$ cat src/rtl/ctrl_pkg.sv
// Opcode, ALU and forward-select encodings plus the control bundle
// carried through the D->E stage of the 5-stage pipeline.
package ctrl_pkg;

  // Bundle field widths track the default RAW/ALUFW of pipe_ctrl_unit.
  localparam int unsigned CTRL_RAW   = 3;
  localparam int unsigned CTRL_ALUFW = 2;

  localparam logic [3:0] OP_NOP  = 4'h0;
  localparam logic [3:0] OP_ADD  = 4'h1;
  localparam logic [3:0] OP_SUB  = 4'h2;
  localparam logic [3:0] OP_AND  = 4'h3;
  localparam logic [3:0] OP_OR   = 4'h4;
  localparam logic [3:0] OP_ADDI = 4'h5;
  localparam logic [3:0] OP_LD   = 4'h6;
  localparam logic [3:0] OP_ST   = 4'h7;
  localparam logic [3:0] OP_BEQ  = 4'h8;
  localparam logic [3:0] OP_JMP  = 4'h9;
  localparam logic [3:0] OP_MUL  = 4'hA;

  localparam logic [1:0] ALU_ADD = 2'b00;
  localparam logic [1:0] ALU_SUB = 2'b01;
  localparam logic [1:0] ALU_AND = 2'b10;
  localparam logic [1:0] ALU_OR  = 2'b11;

  localparam logic [1:0] FWD_RF = 2'b00;
  localparam logic [1:0] FWD_W  = 2'b01;
  localparam logic [1:0] FWD_M  = 2'b10;

  typedef struct packed {
    logic                  regwrite;
    logic                  memwrite;
    logic                  memtoreg;
    logic                  imm;
    logic                  branch;
    logic                  jmp;
    logic                  mul;
    logic [CTRL_ALUFW-1:0] alufunc;
    logic [CTRL_RAW-1:0]   rd;
    logic [CTRL_RAW-1:0]   rs;
    logic [CTRL_RAW-1:0]   rt;
  } ctrl_t;

  localparam ctrl_t CTRL_BUBBLE = '0;

endpackage

$ cat src/rtl/pipe_opcode_decoder.sv
// Combinational D-stage decode: opcode and register fields to control bundle,
// plus which source registers the instruction actually reads.
module pipe_opcode_decoder
  import ctrl_pkg::*;
#(
  parameter int unsigned OPW   = 4,
  parameter int unsigned ALUFW = 2
) (
  input  logic [OPW-1:0]      opcode_i,
  input  logic [CTRL_RAW-1:0] rd_i,
  input  logic [CTRL_RAW-1:0] rs_i,
  input  logic [CTRL_RAW-1:0] rt_i,
  output ctrl_t               ctrl_o,
  output logic                use_rs_o,
  output logic                use_rt_o
);

  logic [ALUFW-1:0] alu;
  logic             wr;

  always_comb begin
    ctrl_o   = CTRL_BUBBLE;
    alu      = ALUFW'(ALU_ADD);
    wr       = 1'b0;
    use_rs_o = 1'b0;
    use_rt_o = 1'b0;
    case (opcode_i)
      OPW'(OP_NOP): ;
      OPW'(OP_ADD): begin
        wr = 1'b1; use_rs_o = 1'b1; use_rt_o = 1'b1;
      end
      OPW'(OP_SUB): begin
        alu = ALUFW'(ALU_SUB); wr = 1'b1; use_rs_o = 1'b1; use_rt_o = 1'b1;
      end
      OPW'(OP_AND): begin
        alu = ALUFW'(ALU_AND); wr = 1'b1; use_rs_o = 1'b1; use_rt_o = 1'b1;
      end
      OPW'(OP_OR): begin
        alu = ALUFW'(ALU_OR); wr = 1'b1; use_rs_o = 1'b1; use_rt_o = 1'b1;
      end
      OPW'(OP_ADDI): begin
        ctrl_o.imm = 1'b1; wr = 1'b1; use_rs_o = 1'b1;
      end
      OPW'(OP_LD): begin
        ctrl_o.imm = 1'b1; ctrl_o.memtoreg = 1'b1; wr = 1'b1; use_rs_o = 1'b1;
      end
      OPW'(OP_ST): begin
        ctrl_o.imm = 1'b1; ctrl_o.memwrite = 1'b1; use_rs_o = 1'b1; use_rt_o = 1'b1;
      end
      OPW'(OP_BEQ): begin
        alu = ALUFW'(ALU_SUB); ctrl_o.branch = 1'b1; use_rs_o = 1'b1; use_rt_o = 1'b1;
      end
      OPW'(OP_JMP): begin
        ctrl_o.branch = 1'b1; ctrl_o.jmp = 1'b1;
      end
      OPW'(OP_MUL): begin
        ctrl_o.mul = 1'b1; wr = 1'b1; use_rs_o = 1'b1; use_rt_o = 1'b1;
      end
      default: ;
    endcase
    ctrl_o.alufunc  = CTRL_ALUFW'(alu);
    // r0 is hardwired zero, so writes to it are dropped at decode.
    ctrl_o.regwrite = wr & (rd_i != '0);
    ctrl_o.rd       = rd_i;
    ctrl_o.rs       = rs_i;
    ctrl_o.rt       = rt_i;
  end

endmodule

$ cat src/rtl/pipe_ctrl_unit.sv
// Pipeline control unit: decode, D->E/E->M/M->W control registers, load-use and
// multi-cycle MUL interlocks, E-stage branch redirect and operand forwarding.
module pipe_ctrl_unit
  import ctrl_pkg::*;
#(
  parameter int unsigned OPW     = 4,
  parameter int unsigned RAW     = 3,
  parameter int unsigned ALUFW   = 2,
  parameter int unsigned MUL_LAT = 3
) (
  input  logic             clk,
  input  logic             reset,
  input  logic             i_valid_d,
  input  logic [OPW-1:0]   i_opcode_d,
  input  logic [RAW-1:0]   i_rs_d,
  input  logic [RAW-1:0]   i_rt_d,
  input  logic [RAW-1:0]   i_rd_d,
  input  logic             i_zero_e,
  output logic             o_stall_f,
  output logic             o_stall_d,
  output logic             o_flush_d,
  output logic             o_redirect_e,
  output logic [ALUFW-1:0] o_alufunc_e,
  output logic             o_imm_e,
  output logic [1:0]       o_fwd_a_e,
  output logic [1:0]       o_fwd_b_e,
  output logic             o_memwrite_m,
  output logic             o_memtoreg_w,
  output logic             o_regwrite_w,
  output logic [RAW-1:0]   o_rd_w
);

  localparam int unsigned     CNTW     = ($clog2(MUL_LAT) < 2) ? 2 : $clog2(MUL_LAT);
  localparam logic [CNTW-1:0] MUL_LOAD = CNTW'(MUL_LAT - 1);

  ctrl_t           dec_ctrl, d_ctrl, e_d, e_q;
  logic            dec_use_rs, dec_use_rt, d_use_rs, d_use_rt;
  logic [CNTW-1:0] cnt_d, cnt_q;
  logic            m_regwrite_d, m_regwrite_q, m_memwrite_d, m_memwrite_q;
  logic            m_memtoreg_d, m_memtoreg_q;
  logic [RAW-1:0]  m_rd_d, m_rd_q;
  logic            w_regwrite_q, w_memtoreg_q;
  logic [RAW-1:0]  w_rd_q, e_rs, e_rt;
  logic            redirect, mul_busy, load_use;

  pipe_opcode_decoder #(
    .OPW   (OPW),
    .ALUFW (ALUFW)
  ) u_decoder (
    .opcode_i (i_opcode_d),
    .rd_i     (CTRL_RAW'(i_rd_d)),
    .rs_i     (CTRL_RAW'(i_rs_d)),
    .rt_i     (CTRL_RAW'(i_rt_d)),
    .ctrl_o   (dec_ctrl),
    .use_rs_o (dec_use_rs),
    .use_rt_o (dec_use_rt)
  );

  always_comb begin
    d_ctrl   = CTRL_BUBBLE;
    d_use_rs = 1'b0;
    d_use_rt = 1'b0;
    if (i_valid_d) begin
      d_ctrl   = dec_ctrl;
      d_use_rs = dec_use_rs;
      d_use_rt = dec_use_rt;
    end
  end

  assign redirect = e_q.branch & (e_q.jmp | i_zero_e);
  assign mul_busy = e_q.mul & (cnt_q != '0);
  assign load_use = e_q.memtoreg & (e_q.rd != '0) &
                    ((d_use_rs & (d_ctrl.rs == e_q.rd)) |
                     (d_use_rt & (d_ctrl.rt == e_q.rd)));

  always_comb begin
    e_d          = d_ctrl;
    cnt_d        = d_ctrl.mul ? MUL_LOAD : '0;
    m_regwrite_d = e_q.regwrite;
    m_memwrite_d = e_q.memwrite;
    m_memtoreg_d = e_q.memtoreg;
    m_rd_d       = RAW'(e_q.rd);
    // A busy MUL holds E and feeds bubbles downstream; redirect and
    // load-use both replace the incoming D instruction with a bubble.
    if (mul_busy) begin
      e_d          = e_q;
      cnt_d        = cnt_q - CNTW'(1);
      m_regwrite_d = 1'b0;
      m_memwrite_d = 1'b0;
      m_memtoreg_d = 1'b0;
      m_rd_d       = '0;
    end else if (redirect | load_use) begin
      e_d   = CTRL_BUBBLE;
      cnt_d = '0;
    end
  end

  always_ff @(posedge clk) begin
    if (reset) begin
      e_q          <= CTRL_BUBBLE;
      cnt_q        <= '0;
      m_regwrite_q <= 1'b0;
      m_memwrite_q <= 1'b0;
      m_memtoreg_q <= 1'b0;
      m_rd_q       <= '0;
      w_regwrite_q <= 1'b0;
      w_memtoreg_q <= 1'b0;
      w_rd_q       <= '0;
    end else begin
      e_q          <= e_d;
      cnt_q        <= cnt_d;
      m_regwrite_q <= m_regwrite_d;
      m_memwrite_q <= m_memwrite_d;
      m_memtoreg_q <= m_memtoreg_d;
      m_rd_q       <= m_rd_d;
      w_regwrite_q <= m_regwrite_q;
      w_memtoreg_q <= m_memtoreg_q;
      w_rd_q       <= m_rd_q;
    end
  end

  assign e_rs = RAW'(e_q.rs);
  assign e_rt = RAW'(e_q.rt);

  always_comb begin
    o_fwd_a_e = FWD_RF;
    o_fwd_b_e = FWD_RF;
    if (m_regwrite_q && m_rd_q != '0 && m_rd_q == e_rs)      o_fwd_a_e = FWD_M;
    else if (w_regwrite_q && w_rd_q != '0 && w_rd_q == e_rs) o_fwd_a_e = FWD_W;
    if (m_regwrite_q && m_rd_q != '0 && m_rd_q == e_rt)      o_fwd_b_e = FWD_M;
    else if (w_regwrite_q && w_rd_q != '0 && w_rd_q == e_rt) o_fwd_b_e = FWD_W;
  end

  assign o_stall_f    = mul_busy | (load_use & ~redirect);
  assign o_stall_d    = mul_busy | (load_use & ~redirect);
  assign o_flush_d    = redirect;
  assign o_redirect_e = redirect;
  assign o_alufunc_e  = ALUFW'(e_q.alufunc);
  assign o_imm_e      = e_q.imm;
  assign o_memwrite_m = m_memwrite_q;
  assign o_memtoreg_w = w_memtoreg_q;
  assign o_regwrite_w = w_regwrite_q;
  assign o_rd_w       = w_rd_q;

endmodule

$ cat config.mk
export PLATFORM = sky130hd
export DESIGN_NAME = pipe_ctrl_unit
export DESIGN_NICKNAME = d
export VERILOG_FILES = /design/src/rtl/ctrl_pkg.sv /design/src/rtl/pipe_opcode_decoder.sv /design/src/rtl/pipe_ctrl_unit.sv
export SDC_FILE = /design/constraint.sdc
export NUM_CORES = 1
export LEC_CHECK = 0
export CORE_MARGIN = 2
export CORE_UTILIZATION = 53
export DETAILED_ROUTE_END_ITERATION = 8
export GPL_ROUTABILITY_DRIVEN = 0
export PLACE_DENSITY = 0.92
export SLEW_MARGIN = 25
export SYNTH_ARGS = -nofsm -noshare
export SYNTH_HDL_FRONTEND = slang
export SYNTH_SLANG_ARGS = --single-unit
$ cat constraint.sdc
create_clock -name clk -period 5.6 [get_ports clk]
set_clock_uncertainty 0.15 [all_clocks]
set_input_delay 1.12 -clock clk [delete_from_list [all_inputs] [get_ports clk]]
set_output_delay 1.12 -clock clk [all_outputs]
set_load 0.01 [all_outputs]
-- Word-level counts from Yosys, hierarchy flattened
Index checks and enable logic that the tools add are counted.
- bits in registers: 31
- bits of input ports: 17
- output and inout port bits: 17
- word-level logic and storage cells: 88
- add/subtract/negate cells: 1
- equality and inequality tests: 16
- multiplexer cells: 21
- bitwise operators: 13
- reduce and logical (&&, ||, !) cells: 18
- operator list (operator ; number):
    18-bit 2-to-1 mux ; 2
    3-bit equality test ; 6
    4-bit by 3-bit equality test with 1-bit output, second input constant ; 4
    7-bit OR reduction ; 2
    1-bit 2-to-1 mux ; 13
    4-bit equality test, second input constant ; 3
    3-bit nonzero test ; 4
    2-bit 2-to-1 mux ; 5
    9-bit OR reduction ; 1
    1-bit AND ; 8
    4-bit by 2-bit equality test with 1-bit output, second input constant ; 2
    1-bit logical AND ; 6
    2-bit case mux with 3 select lines ; 1
    2-bit OR reduction ; 3
    4-bit by 1-bit equality test with 1-bit output, second input constant ; 1
    1-bit OR ; 4
    3-bit OR reduction ; 1
    2-bit nonzero test ; 1
    2-bit by 1-bit subtractor with 2-bit output, second input constant ; 1
    1-bit NOT ; 1

-- Logic depth before layout (Yosys ltp)
Gate-level depths: netlist of the first run.
- depth after elaboration: 12
- mapped depth: 8
- depth with buffers taken out: 7

-- By module
A second synthesis of the first run with hierarchy kept.
- cells, all modules: 164
- area, all modules: 1570.3 µm²
- modules (own cells, without submodules) (module ; times used ; cells each ; area an instance (µm²) ; seq. area each (µm²)):
    pipe_ctrl_unit ; 1 ; 125 ; 1318.8 ; 620.6
    pipe_opcode_decoder ; 1 ; 39 ; 251.5 ; 0.0

-- Worst setup path after synthesis of the first run
Ideal clock, no wire load.
- kind: input-to-output
- start: in i_opcode_d[2]
- end: out o_stall_f
- arrival time: 2.778 ns
- path slack: 1.552 ns
- stages on the path: 8
- path through: buf_2 o21a_1 nor4_4 and3_1 a32oi_4 buf_6 o21ai_0 buf_4
- cells in the longest elaborated chain, start to end: 9
- elaborated cells on any way between the ends: 21
- RTL lines (item ; line ; source):
    start: declaration ; pipe_ctrl_unit.sv:14 ; input logic [OPW-1:0] i_opcode_d,
    4-bit by 1-bit equality test with 1-bit output, or another cell as far along ; pipe_opcode_decoder.sv:27 ; case (opcode_i)
    9-bit OR reduction (no line) or 7-bit OR reduction (tied branches) ; - ;
    1-bit 2-to-1 mux ; pipe_opcode_decoder.sv:27 ;
    1-bit 2-to-1 mux ; pipe_ctrl_unit.sv:63 ; if (i_valid_d) begin
    1-bit AND (on tied branches) ; pipe_ctrl_unit.sv:73, pipe_ctrl_unit.sv:74 ;
    1-bit OR (*) ; pipe_ctrl_unit.sv:73 ; ((d_use_rs & (d_ctrl.rs == e_q.rd)) |
    1-bit AND (*) ; pipe_ctrl_unit.sv:72 ; assign load_use = e_q.memtoreg & (e_q.rd != '0) &
    1-bit AND (*) ; - ;
    1-bit OR (*) ; - ;
    end: declaration ; pipe_ctrl_unit.sv:19 ; output logic o_stall_f,
Mark *: on every way between the ends. The rest lies on a longest branch, timed or not.

-- Worst setup path in the final report of the first run
- start: in i_opcode_d[0]
- end: out o_stall_d
- cells in the longest elaborated chain, start to end: 9
- elaborated cells on any way between the ends: 21
- RTL lines (item ; line ; source):
    4-bit by 1-bit equality test with 1-bit output, or another cell as far along ; pipe_opcode_decoder.sv:27 ;
    9-bit OR reduction (no line) or 7-bit OR reduction (tied branches) ; - ;
    1-bit 2-to-1 mux ; pipe_opcode_decoder.sv:27 ;
    1-bit 2-to-1 mux ; pipe_ctrl_unit.sv:63 ;
    1-bit AND (on tied branches) ; pipe_ctrl_unit.sv:73, pipe_ctrl_unit.sv:74 ;
    1-bit OR (*) ; pipe_ctrl_unit.sv:73 ;
    1-bit AND (*) ; pipe_ctrl_unit.sv:72 ;
    1-bit AND (*) ; pipe_ctrl_unit.sv:135 ; assign o_stall_d = mul_busy | (load_use & ~redirect);
    1-bit OR (*) ; pipe_ctrl_unit.sv:135 ;
    end: declaration ; pipe_ctrl_unit.sv:20 ; output logic o_stall_d,
Marked as above.

==> flow_summary.ini, run 1 <==
[critical_path]
cpPeakStageDelay_ps = 580
cp_top_family = buffers and inverters
path_buf_inv = 2
critPathKind = in2out
rr_startpoint = e_q[6]$_SDFFE_PP0N_
worstSetupStartpointType = primary input
r2r_end = e_rt[0]$_SDFFE_PP0N_
ff2ff_setup_slack_ps = 3580
critPathArrivalTime_ps = 3390
required_ps = 4330
cp_slowest_cell = clkdlybuf4s50_1
crit_fanout = 12
cp-end-kind = output pin
crit_chain = clkdlybuf4s50_1, o21a_1, nor4_4, and3_1, a32oi_4, o21ai_0, clkdlybuf4s50_1
path_common_cell = clkdlybuf4s50_1
r2r_cells = 6

[cells_and_area]
drive_above_1_share_pct = 7.61
nFillCells = 229
antennaDiodeCount = 0
layout_commonest_cell = clkdlybuf4s50_1
nNetsFinal = 201
final_area_sq_um = 1920
final_cell_mix = clkdlybuf4s50_1 (33), dfxtp_1 (31), a32o_1 (15)
area_growth_pct = 25.0

[global_routing]
grt_overflow = 0
grt_pass1_wl_um = 5930
grt_max_degree = 20
grt_pass1_vias = 1300
antenna_found_initial = 0
track_usage_pct = 23.4

[clocking]
clkSlewWorstSetupHoldPaths_ps = 100
cts-htree-levels = 2
clk_latency_ps = 340
post-cts-setup-buffers = 0
cts_hold_buffers = 0
clock-root-buffer = clkbuf_4
clkSinkCount = 31
cts_resized = 0
cts_buffer_depth = 2
cts_made_buffers = 5
cts_tree = done

[detailed_routing]
avgRoutedWirePerCell_um = 15.6
drt_first_pass_iters = 4
ant_nets = 0
routed_wl_um = 3360
via_per_inst = 6.07
drc = 0
drt_iter0_markers = 33
vias = 1304

[power]
power.density_nw_per_um2 = 243
power_uw = 466
p_leak_uw = 0.000676
ir_drop_mv = 0.265

[yosys]
synthDistinctLibCells = 34
synth-async-reset-ratio_pct = 0
synth_edf_count = 0
synth_area_leaders = dfxtp_1 (40%), a32o_1 (9.8%), xnor2_1 (8.0%)
yosys.area.top_type = dfxtp_1
netlist_area_sq_um = 1540
synth_top_area_share_pct = 40.4
ys.flop_type = dfxtp_1
ys_ff_latch = 31
syn_area_per_cell_sq_um = 9.84
synthCells = 156
seq_area_frac_synth_pct = 40.4
syn_nets = 174
yosys_warnings = 0

[floorplan]
row_count = 19
ios = 34
dieWidth_um = 57.8
core_sq_um = 2760
die_h_um = 57.8
die_area_sq_um = 3340
start_util_pct = 55.7

[place]
port_buffers = 33
hpwlAfterDp_um = 2590
placed_area_sq_um = 1830

[timing]
slew_violations = 0
min_period_ps = 4660
finalSetupViolations = 0
min_period_over_period_pct = 83.2
final.setup.tns_ps = 0
relSlewSlack_pct = 48.0
tightest_slew_ps = 779
hold_violations = 0
clock.fmax_ghz = 0.215
rsz0062_at_grt = false

[flow_run]
drv_cap = 0

[hold_path]
min_path_type = reg2reg
min_from = cnt_q[0]$_SDFF_PP0_
hold_depth = 1
holdPathEnd = cnt_q[0]$_SDFF_PP0_

[run_status]
outcome = finished clean
==> metrics by stage <==
step                utilization [%]  instances  hold slack [ps]  worst slack, ps
floorplan                         -        156              247             1550
global route                   69.6        215              296              766
finish                         69.6        215              276              942
CTS                            69.6        215              277              928
global placement               66.4        207              258              994
detailed placement             66.5        207              263              929
==> metal layers <==
| layer | up-vias | routed length [um] | global-route usage, % | share of wire (%) |
|---|---|---|---|---|
| li1 | 633 | - | - | - |
| met2 | 45 | 1730 | 40.1 | 51 |
| met5 | - | 0 | 0 | 0 |
| met4 | 0 | 103 | 10.6 | 3.1 |
| met1 | 613 | 1340 | 26.6 | 40 |
| met3 | 13 | 185 | 7.14 | 5.5 |
==> flip-flops by register name, indices dropped and copies added (netlist names) <==
signal,flops
o_regwrite_w,1
o_memwrite_m,1
o_memtoreg_w,1
cnt_q,2
e_rt,3
o_rd_w,3
m_rd_q,3
e_q,9
e_rs,3
m_regwrite_q,1
o_imm_e,1
o_alufunc_e,2
m_memtoreg_q,1
==> worst reg2reg max path, stage by stage (launching register included) <==
cell and delay, ps:
dfxtp_1 460, and4bb_1 220, a31o_1 180, a22o_1 270, a32oi_4 230, buf_4 260, a32o_1 210
==> how the worst max path moves through the flow <==
stage,to,cells after the start,startpoint
final,o_stall_d,7,i_opcode_d[0]
after CTS,o_stall_d,7,i_opcode_d[0]
after global placement,o_stall_d,7,i_opcode_d[0]
after global routing,o_stall_d,7,i_opcode_d[0]
after floorplan,o_stall_f,8,i_opcode_d[2]
after detailed placement,o_stall_d,7,i_opcode_d[0]
==> cell usage after synthesis (3+ instances only) <==
cell type,n
nor2b_1,9
inv_1,3
nor3_1,7
a32o_1,15
and2_1,6
a31o_1,3
and3_1,5
clkbuf_1,6
xnor2_1,14
o21a_1,3
nand3_1,4
nor2_1,7
a21oi_1,3
nor3b_1,3
dfxtp_1,31
a22o_1,5
buf_4,5
o31ai_1,3
nor4_1,3
o21ai_0,4
==> logic make-up (layout without fill, tap and decap cells) <==
logic type | after synthesis | count (layout) | share of synthesized area (%)
AO/OA/AOI/OAI | 37 | 37 | 21.4
flip-flops | 31 | 31 | 40.4
adder cells (fa/ha/maj) | 1 | 1 | 0.815
XOR/XNOR | 15 | 15 | 8.56
buffers and inverters | 17 | 45 | 6.03
AND/OR/NAND/NOR | 55 | 55 | 22.8
==> final cells by class <==
class                      count  area, sq um  area share [%]
inverter                       3         11.3           0.587
sequential                    31          621            32.3
timing repair buffer          34          338            17.6
tap                           31         38.8            2.02
clock buffer                   6         51.3            2.67
clock inverter                 2         35.0            1.83
multi-input combinational    108          825            43.0
==> power breakdown <==
group          leakage (uW)  switching, uW  internal [uW]
combinational      0.000376           22.9           27.8
sequential         0.000252           6.47            226
clock             0.0000482           77.2            105
Note: power is estimated with default switching activity, not from simulation.
==> inputs of run 2 (changes only) <==
--- a/config.mk
+++ b/config.mk
@@ -6,10 +6,10 @@
 export NUM_CORES = 1
 export LEC_CHECK = 0
 export CORE_MARGIN = 2
-export CORE_UTILIZATION = 53
+export CORE_UTILIZATION = 49
 export DETAILED_ROUTE_END_ITERATION = 8
 export GPL_ROUTABILITY_DRIVEN = 0
-export PLACE_DENSITY = 0.92
+export PLACE_DENSITY = 0.87
 export SLEW_MARGIN = 25
 export SYNTH_ARGS = -nofsm -noshare
 export SYNTH_HDL_FRONTEND = slang
==> constraint.sdc (replaced) <==
create_clock -name clk -period 4.5 [get_ports clk]
set_clock_uncertainty 0.15 [all_clocks]
set_input_delay 0.9 -clock clk [delete_from_list [all_inputs] [get_ports clk]]
set_output_delay 0.9 -clock clk [all_outputs]
set_load 0.01 [all_outputs]
==> run 2 against run 1 <==
  * Final area is 0.39% higher
  * Critical path type unchanged
  * First-iteration DRC count decreased by 30%
  * Count of clock-buffer cells in the layout grew 1
  * Clock power fell by 17%
  * Core utilization down 6.0 points
  * Non-clock buffer count grew 4
  * Setup slack worse by 610 ps
  * Total power increased by 8.3%
  * Highest routed layer unchanged
  * Critical path depth did not move
  * Register-to-register slack worse by 1100 ps
==> flow_summary.ini, run 2 (synthesis results as in run 1) <==
[power]
power_frac_comb_pct = 12.9
power.density_nw_per_um2 = 262
p_switching_uw = 126
p_sw_share_pct = 25.1
p_leak_uw = 0.000677
ir_drop_mv = 0.159
p_int_uw = 378
p_clk_share_pct = 29.9
power_uw = 504
p_seq_share_pct = 57.3

[floorplan]
ios = 34
start_util_pct = 50.7
row_count = 20
die_area_sq_um = 3600
core_sq_um = 3030
die_h_um = 60.0
dieWidth_um = 60.0

[flow_run]
drv_cap = 0

[critical_path]
crit_chain = clkdlybuf4s50_1, nor4_1, nor4_4, and3_1, a32oi_4, o21ai_0, clkdlybuf4s50_1
r2r_cells = 6
critPathArrivalTime_ps = 3120
worstSetupStartpointType = primary input
crit_fanout = 7
cp-end-kind = output pin
startpoint = i_opcode_d[3]
path_common_cell = clkdlybuf4s50_1
crit_end = o_stall_d
r2r_end = e_rt[0]$_SDFFE_PP0N_
cp_slowest_cell = nor4_1
ff2ff_setup_slack_ps = 2440
cpPeakStageDelay_ps = 580
required_ps = 3450
critPathKind = in2out
rr_startpoint = e_q[7]$_SDFFE_PP0N_

[clocking]
cts_tree = done
cts_made_buffers = 5
cts-htree-levels = 2
clk_latency_ps = 340
cts_hold_buffers = 0
cts_buffer_depth = 2
clock-root-buffer = clkbuf_4
post-cts-setup-buffers = 0
clkSinkCount = 31
cts_resized = 0
clkSlewWorstSetupHoldPaths_ps = 90

[detailed_routing]
via_per_inst = 5.70
avgRoutedWirePerCell_um = 14.1
routed_wl_um = 3270
drt_first_pass_iters = 4
drc = 0
vias = 1323
ant_nets = 0
drt_iter0_markers = 23

[global_routing]
grt_overflow = 0
antenna_found_initial = 0
grt_pass1_wl_um = 5620
grt_max_degree = 20
grt_pass1_vias = 1286
track_usage_pct = 21.3

[cells_and_area]
nFillCells = 273
antennaDiodeCount = 0
final_util_pct = 63.6
area_growth_pct = 25.5
layout_commonest_cell = clkdlybuf4s50_1
final_cell_mix = clkdlybuf4s50_1 (33), dfxtp_1 (31), a32o_1 (15)
drive_above_1_share_pct = 7.98
top_register = e_q
largest_register_ffs = 9
nNetsFinal = 205

[place]
hpwlAfterDp_um = 2490
preCtsSetupSlack_ps = 339
port_buffers = 33

[timing]
min_period_ps = 4170
min_period_over_period_pct = 92.7
hold_violations = 0
rsz0062_at_grt = false
relSlewSlack_pct = 60.8
clock.fmax_ghz = 0.240
final.setup.tns_ps = 0
tightest_slew_ps = 587
slew_violations = 0
timing.final.ws_setup_ps = 328
finalSetupViolations = 0

[hold_path]
hold_depth = 1
min_path_type = reg2reg

[run_status]
outcome = finished clean
## run 2: cell count changes in the layout (fill, tap and decap cells not counted)
cell and delta:
buf_4 +4, clkbuf_1 +2, bufinv_16 -1, clkbuf_8 -1, nor2_1 +1, nor2_2 -1
## run 2: critical path, delay by kind of cell
| kind | cells | cell delay (ps) |
|---|---|---|
| buf+inv | 2 | 1020 |
| simple gates | 3 | 900 |
| compound gates | 2 | 310 |
## run 2: area by class of cell
cell class | count | area, sq um | share of cell area (%)
clock buffer | 7 | 45.0 | 2.34
clock inverter | 1 | 5.00 | 0.260
inverter | 3 | 11.3 | 0.584
multi-input combinational | 108 | 822 | 42.7
sequential | 31 | 621 | 32.2
tap | 44 | 55.1 | 2.86
timing repair buffer | 38 | 368 | 19.1
## run 2: power groups by stage
stage | combinational [uW] | clock, uW | sequential, uW
after detailed placement | 64.7 | 0 | 295
after CTS | 64.9 | 154 | 289
after global placement | 61.8 | 0 | 295
final | 64.9 | 151 | 289
after floorplan | 38.8 | 0 | 293
after global routing | 71.0 | 164 | 290
## run 2: per-stage QoR
| stage | hold WS, ps | cells | area, sq um |
|---|---|---|---|
| 2_1_floorplan | 247 | 156 | 1540 |
| 3_3_place_gp | 257 | 224 | 1880 |
| 3_5_place_dp | 261 | 224 | 1880 |
| 4_1_cts | 282 | 232 | 1930 |
| 5_1_grt | 306 | 232 | 1930 |
| 6_report | 279 | 232 | 1930 |
## run 2: metal layers
layer  track usage (%)  up-vias  part of all wire (%)
li1                  -      644                     -
met1              22.6      629                    41
met2              38.2       39                    51
met3              4.33       11                   4.3
met4              12.7        0                   3.4
met5                 0        -                     0
## run 2: worst min-delay path by stage
stage | from | endpoint | slack [ps]
6_report | cnt_q[0]$_SDFF_PP0_ | cnt_q[0]$_SDFF_PP0_ | 280
5_1_grt | cnt_q[0]$_SDFF_PP0_ | cnt_q[0]$_SDFF_PP0_ | 310
3_5_place_dp | cnt_q[0]$_SDFF_PP0_ | cnt_q[0]$_SDFF_PP0_ | 260
3_3_place_gp | cnt_q[0]$_SDFF_PP0_ | cnt_q[0]$_SDFF_PP0_ | 260
4_1_cts | cnt_q[0]$_SDFF_PP0_ | cnt_q[0]$_SDFF_PP0_ | 280
2_1_floorplan | cnt_q[0]$_SDFF_PP0_ | cnt_q[0]$_SDFF_PP0_ | 250
